File: src/rtl/wb_stage.sv
// Writeback stage: load-response wait/hold, load alignment and extension,
// register-file write port, 64-bit instret. Optional trace port: WB_RVFI_EN.
module wb_stage (
  input  logic        clk,
  input  logic        rst_n,
  input  logic        stall_in,
  input  logic        mem_valid,
  input  logic        mem_read,
  input  logic [2:0]  mem_funct3,
  input  logic [31:0] mem_func_out,
  input  logic [4:0]  mem_rd_addr,
  input  logic        mem_regf_we,
  input  logic        dmem_resp,
  input  logic [31:0] dmem_rdata,
  output logic        wb_stall,
  output logic        regf_we,
  output logic [4:0]  regf_rd_addr,
  output logic [31:0] regf_wdata,
  output logic [63:0] instret,
  output logic        rvfi_valid,
  output logic [63:0] rvfi_order,
  output logic [31:0] rvfi_mem_rdata
);

  typedef enum logic [1:0] {
    S_IDLE,
    S_WAIT,
    S_HELD
  } state_e;

  state_e      state_q, state_d;
  logic [31:0] hold_q, hold_d;
  logic [63:0] instret_q;
  logic        commit;
  logic        is_load;
  logic [31:0] word_w;
  logic [1:0]  off;
  logic [7:0]  byte_w;
  logic [15:0] half_w;
  logic [31:0] load_val;

  assign is_load = mem_valid & mem_read;

  // state register
  always_ff @(posedge clk or negedge rst_n) begin
    if (!rst_n) begin
      state_q <= S_IDLE;
      hold_q  <= '0;
    end else begin
      state_q <= state_d;
      hold_q  <= hold_d;
    end
  end

  // next state; a response under stall is parked in hold_q
  always_comb begin
    state_d = state_q;
    hold_d  = hold_q;
    unique case (state_q)
      S_IDLE: begin
        if (is_load && !dmem_resp) begin
          state_d = S_WAIT;
        end else if (is_load && stall_in) begin
          state_d = S_HELD;
          hold_d  = dmem_rdata;
        end
      end
      S_WAIT: begin
        if (dmem_resp) begin
          if (stall_in) begin
            state_d = S_HELD;
            hold_d  = dmem_rdata;
          end else begin
            state_d = S_IDLE;
          end
        end
      end
      S_HELD: begin
        if (!stall_in) state_d = S_IDLE;
      end
      default: state_d = S_IDLE;
    endcase
  end

  // outputs
  always_comb begin
    wb_stall = is_load & ~(dmem_resp | (state_q == S_HELD));
    commit   = mem_valid & ~stall_in & ~wb_stall;
    regf_we  = commit & mem_regf_we & (mem_rd_addr != 5'd0);
    word_w   = dmem_resp ? dmem_rdata : hold_q;
    off      = mem_func_out[1:0];
    byte_w   = word_w[{off, 3'b000} +: 8];
    half_w   = word_w[{off[1], 4'b0000} +: 16];
    case (mem_funct3)
      3'b000:  load_val = {{24{byte_w[7]}}, byte_w};
      3'b001:  load_val = {{16{half_w[15]}}, half_w};
      3'b010:  load_val = word_w;
      3'b100:  load_val = {24'd0, byte_w};
      3'b101:  load_val = {16'd0, half_w};
      default: load_val = 'x;
    endcase
    regf_wdata   = mem_read ? load_val : mem_func_out;
    regf_rd_addr = mem_rd_addr;
  end

  always_ff @(posedge clk or negedge rst_n) begin
    if (!rst_n)      instret_q <= '0;
    else if (commit) instret_q <= instret_q + 64'd1;
  end

  assign instret = instret_q;

`ifdef WB_RVFI_EN
  logic [63:0] order_q;

  always_ff @(posedge clk or negedge rst_n) begin
    if (!rst_n)      order_q <= '0;
    else if (commit) order_q <= order_q + 64'd1;
  end

  assign rvfi_valid     = commit;
  assign rvfi_order     = order_q;
  assign rvfi_mem_rdata = is_load ? word_w : 32'd0;
`else
  assign rvfi_valid     = 1'b0;
  assign rvfi_order     = 64'd0;
  assign rvfi_mem_rdata = 32'd0;
`endif

`ifndef SYNTHESIS
  // a second response while data is parked would be lost
  a_no_resp_held: assert property (
    @(posedge clk) disable iff (!rst_n)
    !(state_q == S_HELD && dmem_resp));
`endif

endmodule

File: config.mk
export PLATFORM = sky130hd
export DESIGN_NAME = wb_stage
export DESIGN_NICKNAME = d
export VERILOG_FILES = /design/src/rtl/wb_stage.sv
export SDC_FILE = /design/constraint.sdc
export NUM_CORES = 1
export LEC_CHECK = 0
export CORE_UTILIZATION = 46
export CTS_CLUSTER_DIAMETER = 50
export DETAILED_ROUTE_END_ITERATION = 8
export HOLD_SLACK_MARGIN = 0.02
export PLACE_DENSITY = 0.92
export RECOVER_POWER = 50
export REMOVE_ABC_BUFFERS = 1
export SYNTH_ARGS = -nofsm -noshare
export SYNTH_HDL_FRONTEND = slang
export SYNTH_SLANG_ARGS = --single-unit
File: constraint.sdc
create_clock -name clk -period 6.75 [get_ports clk]
set_input_delay 1.0125 -clock clk [delete_from_list [all_inputs] [get_ports clk]]
set_output_delay 1.0125 -clock clk [all_outputs]
set_load 0.05 [all_outputs]
==> results of run 1 <==
-- cells in the final DEF (no fill, tap or decap), types with 3 or more instances in the layout --
cell / count
clkdlybuf4s50_1: 134
dfrtp_1: 98
conb_1: 97
nor2_1: 54
dlygate4sd3_1: 45
mux2_2: 37
xor2_1: 35
nand2_1: 33
nand3_1: 31
mux2i_1: 29
xnor2_1: 29
o22a_1: 25
nor3_1: 19
nand4_1: 17
o21ai_0: 16
and3_1: 12
inv_1: 11
clkbuf_16: 9
a21oi_1: 8
mux4_2: 7
a221oi_1: 6
nor4_1: 6
mux2_1: 4
nand2b_1: 3
nor4_4: 3
clkbuf_8: 3
clkbuf_1: 3
buf_4: 3
-- sequential cells by signal, indices dropped and copies added (netlist names) --
register	cells
hold_q	32
instret	64
state_q	2
-- per-stage QoR --
| step | utilization, % | hold WS (ps) | cell area [um2] |
|---|---|---|---|
| after floorplan | - | 433 | 5840 |
| after CTS | 61.8 | 482 | 8250 |
| final | 61.7 | 477 | 8240 |
| after global placement | 59.2 | 446 | 7910 |
| after global routing | 61.7 | 498 | 8240 |
| after detailed placement | 59.2 | 471 | 7910 |
-- cells by family after synthesis --
family / count (synthesis) / share of synthesized area [%]
muxes: 77 / 14.3
DFF: 98 / 38.5
adders and majority gates: 1 / 0.197
AOI/OAI and AO/OA: 66 / 8.02
and+or+nand+nor: 190 / 15.6
buffers and inverters: 137 / 14.5
other: 1 / 0.0589
xor gates and xnor gates: 64 / 8.81
-- worst max path at each step --
| stage | from | to | slack [ps] | depth (start not counted) |
|---|---|---|---|---|
| after floorplan | mem_funct3[2] | regf_wdata[0] | 2870 | 5 |
| after global placement | mem_func_out[1] | regf_wdata[27] | 1720 | 7 |
| after detailed placement | mem_func_out[1] | regf_wdata[23] | 1670 | 7 |
| after CTS | mem_func_out[1] | regf_wdata[23] | 1640 | 7 |
| after global routing | rst_n | instret[4] | 740 | 2 |
| final | mem_read | regf_wdata[23] | 950 | 6 |
-- layout make-up --
cell class	count	area (um2)	area share (%)
clock inverters	4	77.6	0.942
repair buffers	186	1830	22.2
inverters	11	41.3	0.501
multi-input cells	495	3350	40.7
flip-flops and latches	98	2450	29.8
well taps	176	220	2.67
clock buffers	12	267	3.24
-- report_power, final --
part           total [W]  internal [W]  switching (W)  leakage (nW)
sequential      0.000723      0.000664      0.0000583          1.26
clock           0.000581      0.000358       0.000223         0.170
combinational   0.000688      0.000242       0.000446          2.40
total            0.00199       0.00126       0.000727          3.83
-- per-layer routing --
layer / wire length (um) / GRT usage [%]
met3: 1140 / 4.56
met1: 6570 / 27.8
met4: 340 / 7.81
met5: 0 / 0
met2: 7880 / 37.6
-- critical path: cells and delay by family --
family	cells	cell delay, ps
buffers and inverters	3	2650
AO/OA/AOI/OAI	3	1100
==> metrics.txt, run 1 <==
clock slew seen by the registers of the worst setup and hold paths 70 ps; CTS resizes 0; Bufs on Longest Clock Path 2; Vias approximately 5000; Post-synth EDFFs 0; Ys Warns 0; worst r2r path cells 6; Num CTS Buffers 9; Synth top cells by count 104 x buf_4, 98 x dfrtp_1, 54 x nor2_1; root buf cell clkbuf_16; Final ANT Viol Nets 0; most frequent cell after synthesis buf_4; via density per instance between 5 and 6; Overflow after GRT 0; syn avg cell area 10.0 um2; placed cells 966; Boundary Pins approximately 280; final setup skew 10.2 ps; CP required 5740 ps; input/output buffers roughly 180; first-pass GRT wire length 24900 um; Total Neg Setup Slack 0 ps; Yosys top cell by area dfrtp_1; Layout area overhead 29.4%; pre-CTS setup slack 1670 ps; worst flop-to-flop path endpoint instret[46]; RSZ-0062 raised after global routing false; layout cell share with drive strength beyond 1 under 10%; Die Ht 120 um; worst vdd ir 0.000145 V; PwrDens 242 nW/um2; initial cell density of the core a little under half; number of global-route vias before repair 4781; worst-path maximum fanout 44; Worst Hold Class register to register; async set-reset flop share out of synthesis 100%; Critical Path, Cell by Cell dlygate4sd3_1, clkbuf_1, o21ai_2, o21bai_4, o22a_1, clkdlybuf4s50_1; hold_buf cts 0; top cells by area, synth dfrtp_1 39%, buf_4 12%, mux2_2 6.5%; Pre-antenna DRT Iters 5; crit end category primary output; Cell variety after synth 50; Synth Register Bits 98; H-tree levels 3; count of pins over their slew limit 146; worst skew pair latency 350 ps; wire length per cell 16.2 um; worst setup margin 951 ps; core footprint 13300 um2; Worst Max-Slew Pin Slew 2770 ps; CP Class input port to primary output; First DRT Iteration DRCs 293; DP Wirelength ~12000 um; number of max-cap violations 3; Leak Pwr ~3.8 nW; Die Area 14300 um2; WL final 15900 um; # rows 42; CP arrival 4790 ps; Mapped Cells 634; Finished Layout Cells 982; total chip power between 0.0015 and 0.002 W; Fmax 172 MHz; area share of the largest cell type after synthesis 38.5%; post-CTS setup buffer count 0; GRT Total Usage 22.1%; CP peak stage delay 1420 ps; final hold viol count 0; top_reg_cell synth dfrtp_1; Final setup viols 0; Reg-to-Reg Start instret[0]; FILL cells 1066; Rel. slew slack -84.4%; failing checks max-capacitance violations, max-slew violations; Reg2Reg Setup Slack 4420 ps; Die W around 120 um; Hold Path End instret[63]; RD Place Congestion 0.918; final net count 881; n_diodes 0; Clock Sinks 98; part of the cycle the worst path needs 85.9%; Mapped Area approximately 6400 um2; sequential-to-total area share from yosys stat 38.5%; Hold Crit Depth 1; status finished, violations left; Period minus WS final 5800 ps; # DRC 0; initial antenna violation count 0; largest net degree at the start of global routing 55; CP max stage cell clkbuf_1; critical path launch point type input port; hold path start instret[63]; CTS tree yes
Power figures use the tool's default switching activity.
==> run 2, diff against run 1 <==
--- a/config.mk
+++ b/config.mk
@@ -12,6 +12,7 @@
 export PLACE_DENSITY = 0.92
 export RECOVER_POWER = 50
 export REMOVE_ABC_BUFFERS = 1
+export SLEW_MARGIN = 20
 export SYNTH_ARGS = -nofsm -noshare
 export SYNTH_HDL_FRONTEND = slang
 export SYNTH_SLANG_ARGS = --single-unit
==> results of run 2 <==
The final DEF is identical to that of run 1; final timing and power are the same.
